==> config.mk <==
export PLATFORM = sky130hd
export DESIGN_NAME = ctrl_if_fifo_flat
export DESIGN_NICKNAME = d
export VERILOG_FILES = /design/src/rtl/ctrl_if_fifo_pkg.sv /design/src/rtl/ctrl_if_fifo_if.sv /design/src/rtl/ctrl_if_fifo_sync_fifo_sa.sv /design/src/rtl/ctrl_if_fifo.sv /design/src/flat_wrapper.sv
export SDC_FILE = /design/constraint.sdc
export NUM_CORES = 1
export LEC_CHECK = 0
export ABC_CLOCK_PERIOD_IN_PS = 4850
export CAP_MARGIN = 25
export CORE_MARGIN = 1.5
export CORE_UTILIZATION = 62
export CTS_CLUSTER_DIAMETER = 200
export CTS_CLUSTER_SIZE = 14
export DETAILED_ROUTE_END_ITERATION = 7
export PLACE_DENSITY = 0.8
export SLEW_MARGIN = 10
export SYNTH_ARGS = -nofsm -noshare
export SYNTH_HDL_FRONTEND = slang
export SYNTH_SLANG_ARGS = --single-unit
==> constraint.sdc <==
create_clock -name clk -period 4.85 [get_ports clk]
set_input_delay 1.455 -clock clk [delete_from_list [all_inputs] [get_ports clk]]
set_output_delay 1.455 -clock clk [all_outputs]
set_load 0.02 [all_outputs]
==> src/rtl/ctrl_if_fifo_pkg.sv <==
// rtl/ctrl_if_fifo_pkg.sv - shared widths and lane-index type for the control ingress FIFO
// Package ctrl_fifo_pkg: WORD_W (FIFO word), BYTE_W (host byte), LANES (bytes per word), lane_t.
// Optional build macro used by the bundle: CTRL_IF_FIFO_USEDW_EN.
package ctrl_fifo_pkg;
    localparam int WORD_W = 32;
    localparam int BYTE_W = 8;
    localparam int LANES  = WORD_W / BYTE_W;

    typedef logic [1:0] lane_t;
endpackage

==> src/rtl/ctrl_if_fifo_if.sv <==
// rtl/ctrl_if_fifo_if.sv - host byte / CPU word bus bundle for ctrl_if_fifo
// master: host + control CPU side (drives host_d/host_wr/host_last/fifo_rst/if_rd).
// slave : ctrl_if_fifo (drives host_full/if_d/if_rdempty/ovf and, with
//         CTRL_IF_FIFO_USEDW_EN defined, usedw).
interface ctrl_if_fifo_if
    import ctrl_fifo_pkg::*;
#(
    parameter int DEPTH = 16,
    parameter int AW    = $clog2(DEPTH)
);
    logic [BYTE_W-1:0] host_d;
    logic              host_wr;
    logic              host_last;
    logic              host_full;
    logic              fifo_rst;
    logic              if_rd;
    logic [WORD_W-1:0] if_d;
    logic              if_rdempty;
    logic              ovf;
`ifdef CTRL_IF_FIFO_USEDW_EN
    logic [AW:0]       usedw;

    modport master (
        output host_d, host_wr, host_last, fifo_rst, if_rd,
        input  host_full, if_d, if_rdempty, ovf, usedw
    );
    modport slave (
        input  host_d, host_wr, host_last, fifo_rst, if_rd,
        output host_full, if_d, if_rdempty, ovf, usedw
    );
`else
    modport master (
        output host_d, host_wr, host_last, fifo_rst, if_rd,
        input  host_full, if_d, if_rdempty, ovf
    );
    modport slave (
        input  host_d, host_wr, host_last, fifo_rst, if_rd,
        output host_full, if_d, if_rdempty, ovf
    );
`endif
endinterface

==> src/rtl/ctrl_if_fifo_sync_fifo_sa.sv <==
// rtl/ctrl_if_fifo_sync_fifo_sa.sv - generic single-clock show-ahead FIFO with flush
// Ports: clk, reset (sync, active-high), flush (sync clear), push/push_data,
//        pop, rd_data (head word, combinational from mem[rd_ptr]), empty, full, count.
// empty/full are registered from the next count; push is ignored while full,
// pop is ignored while empty.
module sync_fifo_sa #(
    parameter int DW    = 32,
    parameter int DEPTH = 16,
    parameter int AW    = $clog2(DEPTH)
) (
    input  logic          clk,
    input  logic          reset,
    input  logic          flush,
    input  logic          push,
    input  logic [DW-1:0] push_data,
    input  logic          pop,
    output logic [DW-1:0] rd_data,
    output logic          empty,
    output logic          full,
    output logic [AW:0]   count
);
    localparam logic [AW:0] DEPTH_C = (AW+1)'(DEPTH);
    localparam logic [AW:0] ONE_C   = (AW+1)'(1);
    localparam logic [AW:0] ZERO_C  = '0;

    logic [DW-1:0] mem [DEPTH];
    logic [AW-1:0] wr_ptr;
    logic [AW-1:0] rd_ptr;
    logic [AW:0]   count_nxt;
    logic          push_ok;
    logic          pop_ok;

    // Qualify against registered flags so no handshake input reaches a flag combinationally.
    assign push_ok = push && !full;
    assign pop_ok  = pop && !empty;

    always_comb begin
        count_nxt = count;
        case ({push_ok, pop_ok})
            2'b10:   count_nxt = count + ONE_C;
            2'b01:   count_nxt = count - ONE_C;
            default: count_nxt = count;
        endcase
    end

    always_ff @(posedge clk) begin
        if (reset || flush) begin
            wr_ptr <= '0;
            rd_ptr <= '0;
            count  <= '0;
            empty  <= 1'b1;
            full   <= 1'b0;
        end else begin
            if (push_ok) wr_ptr <= wr_ptr + 1'b1;
            if (pop_ok)  rd_ptr <= rd_ptr + 1'b1;
            count <= count_nxt;
            empty <= (count_nxt == ZERO_C);
            full  <= (count_nxt == DEPTH_C);
        end
    end

    // Storage carries no reset; contents are only observable through valid pointers.
    always_ff @(posedge clk) begin
        if (push_ok && !reset && !flush) mem[wr_ptr] <= push_data;
    end

    assign rd_data = mem[rd_ptr];
endmodule

==> src/rtl/ctrl_if_fifo.sv <==
// rtl/ctrl_if_fifo.sv - host control byte packer feeding a show-ahead word FIFO for the control CPU
// Ports: clk, reset (sync, active-high), bus (ctrl_if_fifo_if.slave):
//   host_d/host_wr/host_last -> byte input, host_full back-pressure,
//   fifo_rst CPU flush, if_rd pop, if_d head word, if_rdempty, ovf sticky drop flag,
//   usedw word count (only when CTRL_IF_FIFO_USEDW_EN is defined).
module ctrl_if_fifo
    import ctrl_fifo_pkg::*;
#(
    parameter int DEPTH = 16,
    localparam int AW   = $clog2(DEPTH)
) (
    input  logic           clk,
    input  logic           reset,
    ctrl_if_fifo_if.slave  bus
);
    lane_t             bcnt;
    logic [WORD_W-1:0] shreg;
    logic [WORD_W-1:0] word_nxt;
    logic              accept;
    logic              push;
    logic              full;
    logic              empty;
    logic [AW:0]       count;
    logic              ovf_r;

    // fifo_rst wins over a byte in the same cycle: it is discarded, not counted as a drop.
    assign accept = bus.host_wr && !full && !bus.fifo_rst;
    assign push   = accept && ((bcnt == lane_t'(LANES-1)) || bus.host_last);

    // shreg is cleared after every push, so lanes above bcnt are already zero.
    always_comb begin
        word_nxt = shreg;
        word_nxt[BYTE_W*bcnt +: BYTE_W] = bus.host_d;
    end

    always_ff @(posedge clk) begin
        if (reset || bus.fifo_rst) begin
            bcnt  <= '0;
            shreg <= '0;
        end else if (accept) begin
            if (push) begin
                bcnt  <= '0;
                shreg <= '0;
            end else begin
                bcnt  <= bcnt + lane_t'(1);
                shreg <= word_nxt;
            end
        end
    end

    always_ff @(posedge clk) begin
        if (reset || bus.fifo_rst) ovf_r <= 1'b0;
        else if (bus.host_wr && full) ovf_r <= 1'b1;
    end

    sync_fifo_sa #(
        .DW    (WORD_W),
        .DEPTH (DEPTH)
    ) u_fifo (
        .clk       (clk),
        .reset     (reset),
        .flush     (bus.fifo_rst),
        .push      (push),
        .push_data (word_nxt),
        .pop       (bus.if_rd),
        .rd_data   (bus.if_d),
        .empty     (empty),
        .full      (full),
        .count     (count)
    );

    assign bus.host_full  = full;
    assign bus.if_rdempty = empty;
    assign bus.ovf        = ovf_r;

`ifdef CTRL_IF_FIFO_USEDW_EN
    assign bus.usedw = count;
`else
    logic unused_count;
    assign unused_count = ^count;
`endif
endmodule
==> src/flat_wrapper.sv <==
// flat-port wrapper written by rule: the top's interface ports become plain ports
module ctrl_if_fifo_flat import ctrl_fifo_pkg::*;
#(
    parameter int DEPTH = 16,
    localparam int AW   = $clog2(DEPTH)
)
  (clk, reset, bus_host_d, bus_host_wr, bus_host_last, bus_fifo_rst, bus_if_rd, bus_host_full, bus_if_d, bus_if_rdempty, bus_ovf);
  ctrl_if_fifo_if #(.DEPTH(DEPTH)) bus_i ();
  input  logic clk;
  input  logic reset;
  input wire logic [$bits(bus_i.host_d)-1:0] bus_host_d;
  input wire logic [$bits(bus_i.host_wr)-1:0] bus_host_wr;
  input wire logic [$bits(bus_i.host_last)-1:0] bus_host_last;
  input wire logic [$bits(bus_i.fifo_rst)-1:0] bus_fifo_rst;
  input wire logic [$bits(bus_i.if_rd)-1:0] bus_if_rd;
  output wire logic [$bits(bus_i.host_full)-1:0] bus_host_full;
  output wire logic [$bits(bus_i.if_d)-1:0] bus_if_d;
  output wire logic [$bits(bus_i.if_rdempty)-1:0] bus_if_rdempty;
  output wire logic [$bits(bus_i.ovf)-1:0] bus_ovf;
  assign bus_i.host_d = bus_host_d;
  assign bus_i.host_wr = bus_host_wr;
  assign bus_i.host_last = bus_host_last;
  assign bus_i.fifo_rst = bus_fifo_rst;
  assign bus_i.if_rd = bus_if_rd;
  assign bus_host_full = bus_i.host_full;
  assign bus_if_d = bus_i.if_d;
  assign bus_if_rdempty = bus_i.if_rdempty;
  assign bus_ovf = bus_i.ovf;
  ctrl_if_fifo #(.DEPTH(DEPTH)) u_core (.clk(clk), .reset(reset), .bus(bus_i));
endmodule
==> impl_metrics.csv, run 1 <==
group,metric,value,unit
outcome,run_status,"finished clean",
floorplanning,core_region_area,34800,um2
sta,setup_viol_count_final,0,
synth,synth-edff-count,512,
synth,synth_common_cells,"edfxtp_1 (512), mux4_2 (136), nor2_1 (71)",
placed_design,dp.final_hpwl,25.80,mm
synth,post_synth.cell_area_avg,20.60,um2
sta,min_period,4.604,ns
placed_design,gp_routability_congestion,0.7966,
pwr,sequentialPowerShare,59.5,%
synth,synthDistinctLibCells,43,
synth,syn_nets,1097,
routing,finalWirelength,49.66,mm
sta,grt_setup_unrepaired,"no",
global_routing,antenna_found_initial,0,
clock_tree,worst_setup_hold_path_clk_slew,0.07,ns
pwr,power.density,355.3,nW/um2
clock_tree,cts_hold_buffers,0,
global_routing,grt_start_max_net_pins,73,
floorplanning,ios,49,
synth,most_used_dff_post_synth,"edfxtp_1",
clock_tree,postCtsResizedCells,0,
worst_setup_path,crit_arrival,3.15,ns
sta,slew_viol_final,0,
synth,synth-seq-area-share,74.66,%
routing,drt_pre_antenna_iters,5,
floorplanning,dieWidth,191.5,um
pwr,switching_power_total,1708,uW
global_routing,globalRouteTotalUtil,28.05,%
floorplanning,num_rows,68,
pwr,vdd.ir_drop.worst,0.2748,mV
placed_design,post_dp_cell_area,23560,um2
hold_path,hold_path_class,"reg2reg",
worst_setup_path,worstPathRequired,3.39,ns
floorplanning,die-height,191.5,um
sta,clock.fmax,217.2,MHz
routing,routed_via_density,6.672,
sta,worst_slew_pin_tran,1.079,ns
synth,syn_inst,1070,
pwr,finalPower,8851,uW
layout,antenna_diode_count,0,
pwr,p_leak,0.008654,uW
routing,number_of_drc_violations_after_detailed_routing_iteration_0,1302,
synth,synth-seq-cells,566,
routing,via_count,11170,
layout,area_growth_syn_to_layout,13.02,%
clock_tree,cts_inserted_buffers,46,
synth,postSynth.asyncResetShare,0,%
layout,final_nets,1210,
floorplanning,die-area,36690,um2
clock_tree,clock_latency_on_the_worst_skew_pair,0.56,ns
layout,drive_gt1_share,23.30,%
synth,mappedNetlistArea,22040,um2
pwr,comb_power_share,1.6,%
sta,hold_viol,0,
global_routing,grt_first_pass_wirelength,72.49,mm
flow_run,timing.max_cap.violations,0,
worst_setup_path,timing.reg2reg.setup_slack,1.70,ns
floorplanning,floorplan.initialDensity,63.34,%
placed_design,port_buffers,48,
worst_setup_path,crit_path_start_kind,"register",
synth,synth_top_cells_by_area,"edfxtp_1 (70%), mux4_2 (14%), dfxtp_1 (4.9%)",
sta,timing.max_slew.rel_slack,28.05,%
pwr,internal_power,7143,uW
sta,fin_setup_tns,0,ns
routing,ant_nets,0,
clock_tree,tritoncts,"built",
global_routing,grt_remaining_overflow,0,
sta,clock_skew,0.02064,ns
sta,min_period_over_period,94.92,%
synth,synthDominantAreaCellType,"edfxtp_1",
synth,yosys_warnings,0,
placed_design,post-place-ws,0.5171,ns
pwr,power_switching_share,19.29,%
sta,final_critical_path_setup_slack,0.2463,ns
routing,mean_routed_wirelength_per_cell,29.66,um
clock_tree,cts_buffer_depth,3,
pwr,share_clk_of_total_power,38.8,%
synth,synth_largest_type_area_fraction,69.76,%
routing,drc_errors,0,
global_routing,first_global_vias,11440,
synth,synth_most_common_cell,"edfxtp_1",
worst_setup_path,path_class,"reg2out",
clock_tree,cts_root_buf,"clkbuf_16",
clock_tree,cts_setup_buffers,0,
layout,final_design_area_no_fill,24910,um2
clock_tree,cts_htree_levels,2,
worst_setup_path,setup.worst_path.end_class,"primary output",
clock_tree,clock_sink_count,566,
worst_setup_path,worst-path-max-fanout,46,
## worst paths after layout
path	startpoint	to	cells past startpoint
min	u_core.bus.ovf	u_core.bus.ovf	2
min reg2reg	u_core.bus.ovf	u_core.bus.ovf	2
max reg2reg	u_core.bcnt[0]	u_core.u_fifo.full	12
max	register	bus_if_d[11]	4
## per-stage QoR
step,instances,hold slack (ns),util [%]
4_1_cts,1671,0.4958,71.50
6_report,1674,0.4906,71.58
5_1_grt,1674,0.5471,71.58
2_1_floorplan,1070,0.4795,-
3_5_place_dp,1587,0.4815,67.69
3_3_place_gp,1586,0.4544,67.68
## cell families (layout without fill, tap and decap cells)
| logic type | Yosys count | count (layout) | synth area share [%] |
|---|---|---|---|
| AND/OR/NAND/NOR | 137 | 137 | 2.702 |
| flip-flops | 566 | 566 | 74.66 |
| XOR/XNOR | 10 | 10 | 0.3974 |
| AO/OA/AOI/OAI | 81 | 81 | 2.333 |
| adder cells (fa/ha/maj) | 13 | 13 | 0.7380 |
| multiplexers | 165 | 165 | 16.99 |
| buffers and inverters | 98 | 247 | 2.180 |
## area by class of cell
| cell class | instances | area [um2] |
|---|---|---|
| timing repair buffer | 122 | 1159 |
| inverter | 41 | 153.9 |
| clock buffer | 82 | 1308 |
| tap | 455 | 569.3 |
| clock inverter | 2 | 17.52 |
| fill | 1919 | 9889 |
| sequential | 566 | 16470 |
| multi-input combinational | 406 | 5236 |
## power by group through the flow
| stage | Sequential [uW] | Clock, uW | Combinational, uW |
|---|---|---|---|
| 5_1_grt | 5270 | 3660 | 152 |
| 2_1_floorplan | 5380 | 0 | 76.6 |
| 6_report | 5270 | 3440 | 144 |
| 4_1_cts | 5270 | 3480 | 140 |
| 3_3_place_gp | 5380 | 0 | 135 |
| 3_5_place_dp | 5380 | 0 | 139 |
## critical path: stages, from the launching register on
cell and delay [ns]:
dfxtp_4 0.49, buf_12 0.36, mux4_1 0.63, mux4_2 0.50, clkdlybuf4s50_1 0.57
## registers in the layout (all words and copies together), names as in the netlist, named ones only
signal and flops:
u_core.shreg 32, u_core.u_fifo.wr_ptr 4, u_core.bus.ovf 1, u_core.u_fifo.rd_ptr 4
u_core.u_fifo.count 5, u_core.u_fifo.mem 512, u_core.u_fifo.empty 1, u_core.bcnt 2
u_core.u_fifo.full 1
## cells in the final DEF, fill, tap and decap left out, types with 3 or more instances in the layout
cell,Yosys,routed
o21ai_0,35,32
xor2_1,7,7
nor2_1,71,55
clkbuf_16,0,47
edfxtp_1,512,512
mux2i_1,5,5
a21oi_1,5,5
o21ai_1,0,3
clkdlybuf4s50_1,0,48
mux4_1,24,24
dfxtp_1,54,50
buf_4,1,63
a22oi_1,33,33
mux4_2,136,136
clkbuf_1,32,35
buf_12,0,10
nand2_1,42,42
ha_1,13,13
inv_1,41,41
nor2b_1,5,5
nor2_4,0,16
xnor2_1,3,3
## per-layer routing
layer,vias up,share of wire [%],global-route usage [%]
met4,0,3.3,10.01
met1,5777,37,38.26
met2,687,50,45.81
met3,126,9.5,5.673
met5,-,0,0
li1,4579,-,-
Power figures use the tool's default switching activity.
==> run 2, diff against run 1 <==
- CORE_UTILIZATION: 62 -> 63
- DONT_BUFFER_PORTS: unset -> 1
- PLACE_DENSITY: 0.8 -> 0.79
==> run 2 against run 1 <==
Sequential power is essentially flat. Die area shrank 1.6%. Worst setup slack gained 0.35 ns. Non-clock buffer count is 51 lower. Wire length shrank 4.5%. Critical path type unchanged.
==> impl_metrics.csv, run 2 (synthesis gave the netlist of run 1 again) <==
group,metric,value,unit
floorplanning,floorplan.initialDensity,63.96,%
worst_setup_path,regToRegStartpoint,"u_core.u_fifo.full",
floorplanning,die-height,190.0,um
routing,number_of_drc_violations_after_detailed_routing_iteration_0,1395,
sta,worst_slew_pin_tran,1.080,ns
clock_tree,cts_buffer_depth,3,
pwr,finalPower,8805,uW
global_routing,globalRouteTotalUtil,27.04,%
sta,hold_viol,0,
floorplanning,core_region_area,34460,um2
clock_tree,cts_htree_levels,2,
sta,clock.fmax,234.9,MHz
clock_tree,cts_inserted_buffers,46,
placed_design,gp_routability_congestion,0.7915,
clock_tree,tritoncts,"built",
placed_design,port_buffers,0,
floorplanning,dieWidth,190.0,um
sta,slew_viol_final,0,
worst_setup_path,timing.reg2reg.setup_slack,1.70,ns
clock_tree,postCtsResizedCells,0,
global_routing,grt_remaining_overflow,0,
worst_setup_path,crit_arrival,2.80,ns
layout,max_flop_register,"u_core.u_fifo.mem",
outcome,run_status,"finished clean",
sta,grt_setup_unrepaired,"no",
layout,area_growth_syn_to_layout,10.99,%
routing,drt_pre_antenna_iters,6,
worst_setup_path,worstSetupEndpoint,"bus_if_d[6]",
routing,via_count,10770,
global_routing,grt_start_max_net_pins,72,
floorplanning,ios,49,
worst_setup_path,setup.worst_path.end_class,"primary output",
floorplanning,die-area,36120,um2
global_routing,antenna_found_initial,0,
layout,biggestRegsByFlops,"u_core.u_fifo.mem x512, u_core.shreg x32, u_core.u_fifo.count x5",
clock_tree,clock_sink_count,566,
pwr,power.density,359.9,nW/um2
worst_setup_path,crit_path_start_kind,"register",
worst_setup_path,r2r_end,"u_core.u_fifo.full",
global_routing,grt_first_pass_wirelength,69.40,mm
global_routing,first_global_vias,11070,
routing,routed_via_density,6.633,
flow_run,timing.max_cap.violations,0,
pwr,vdd.ir_drop.worst,0.2611,mV
clock_tree,worst_setup_hold_path_clk_slew,0.07,ns
sta,min_period_over_period,87.76,%
layout,final_nets,1159,
clock_tree,cts_root_buf,"clkbuf_16",
routing,mean_routed_wirelength_per_cell,29.21,um
sta,setup_viol_count_final,0,
clock_tree,clock_latency_on_the_worst_skew_pair,0.55,ns
worst_setup_path,worstPathRequired,3.39,ns
floorplanning,num_rows,68,
sta,min_period,4.256,ns
hold_path,hold_path_class,"reg2reg",
layout,layout.cells.most_common_list,"edfxtp_1 (512), mux4_2 (136), nor2_1 (55), buf_4 (55), dfxtp_1 (50)",
sta,fin_setup_tns,0,ns
layout,mostFrequentLayoutCell,"edfxtp_1",
routing,ant_nets,0,
layout,final_core_util,70.99,%
placed_design,dp.final_hpwl,26.21,mm
layout,largest_register_ffs,512,
pwr,p_leak,0.008468,uW
worst_setup_path,worst-path-max-fanout,24,
sta,timing.max_slew.rel_slack,27.99,%
worst_setup_path,r2r_cells,11,
clock_tree,cts_hold_buffers,0,
routing,drc_errors,0,
routing,finalWirelength,47.41,mm
layout,drive_gt1_share,23.97,%
clock_tree,cts_setup_buffers,0,
worst_setup_path,path_class,"reg2out",
sta,clock_skew,0.01944,ns
layout,antenna_diode_count,0,
[run 2: worst min path at each step]
stage                     cells past startpoint          endpoint  slack [ns]             start
after floorplan                               2   u_core.shreg[0]        0.48   u_core.shreg[0]
after global placement                        2   u_core.shreg[7]        0.49   u_core.shreg[7]
after detailed placement                      2   u_core.shreg[5]        0.50   u_core.shreg[5]
after CTS                                     2   u_core.shreg[5]        0.52   u_core.shreg[5]
after global routing                          2   u_core.shreg[5]        0.53   u_core.shreg[5]
final                                         2  u_core.shreg[24]        0.52  u_core.shreg[24]
[run 2: power breakdown]
group | internal (uW) | switching (uW)
logic | 36.8 | 77.4
clock network | 1820 | 1600
registers | 5270 | 4.67
total | 7130 | 1680
[run 2: critical path: stages (launching register included)]
cell	delay [ns]
dfxtp_4	0.72
buf_4	0.36
mux4_2	0.59
mux4_2	0.56
[run 2: area by class of cell]
cell class | count | area (um2)
Multi-Input combinational cell | 406 | 5230
Inverter | 41 | 153.9
Timing Repair Buffer | 71 | 718.2
Tap cell | 455 | 569.3
Clock inverter | 2 | 17.52
Fill cell | 1962 | 9996
Clock buffer | 82 | 1308
Sequential cell | 566 | 16470
[run 2: routing by layer]
layer  GRT usage [%]  up-vias  part of all wire, %
li1                -     4470                    -
met5               0        -                    0
met4           8.852        0                  2.9
met2           43.23      596                   49
met3           5.829      112                  9.6
met1           37.86     5587                   39
[run 2: stage by stage]
stage	setup slack [ns]	instance area, um2	hold slack [ns]	cells
2_1_floorplan	0.6272	22040	0.4795	1070
3_3_place_gp	0.7960	23120	0.4909	1536
3_5_place_dp	0.6213	23120	0.5001	1536
4_1_cts	0.5429	24440	0.5159	1620
5_1_grt	0.4954	24460	0.5326	1623
6_report	0.5938	24460	0.5160	1623
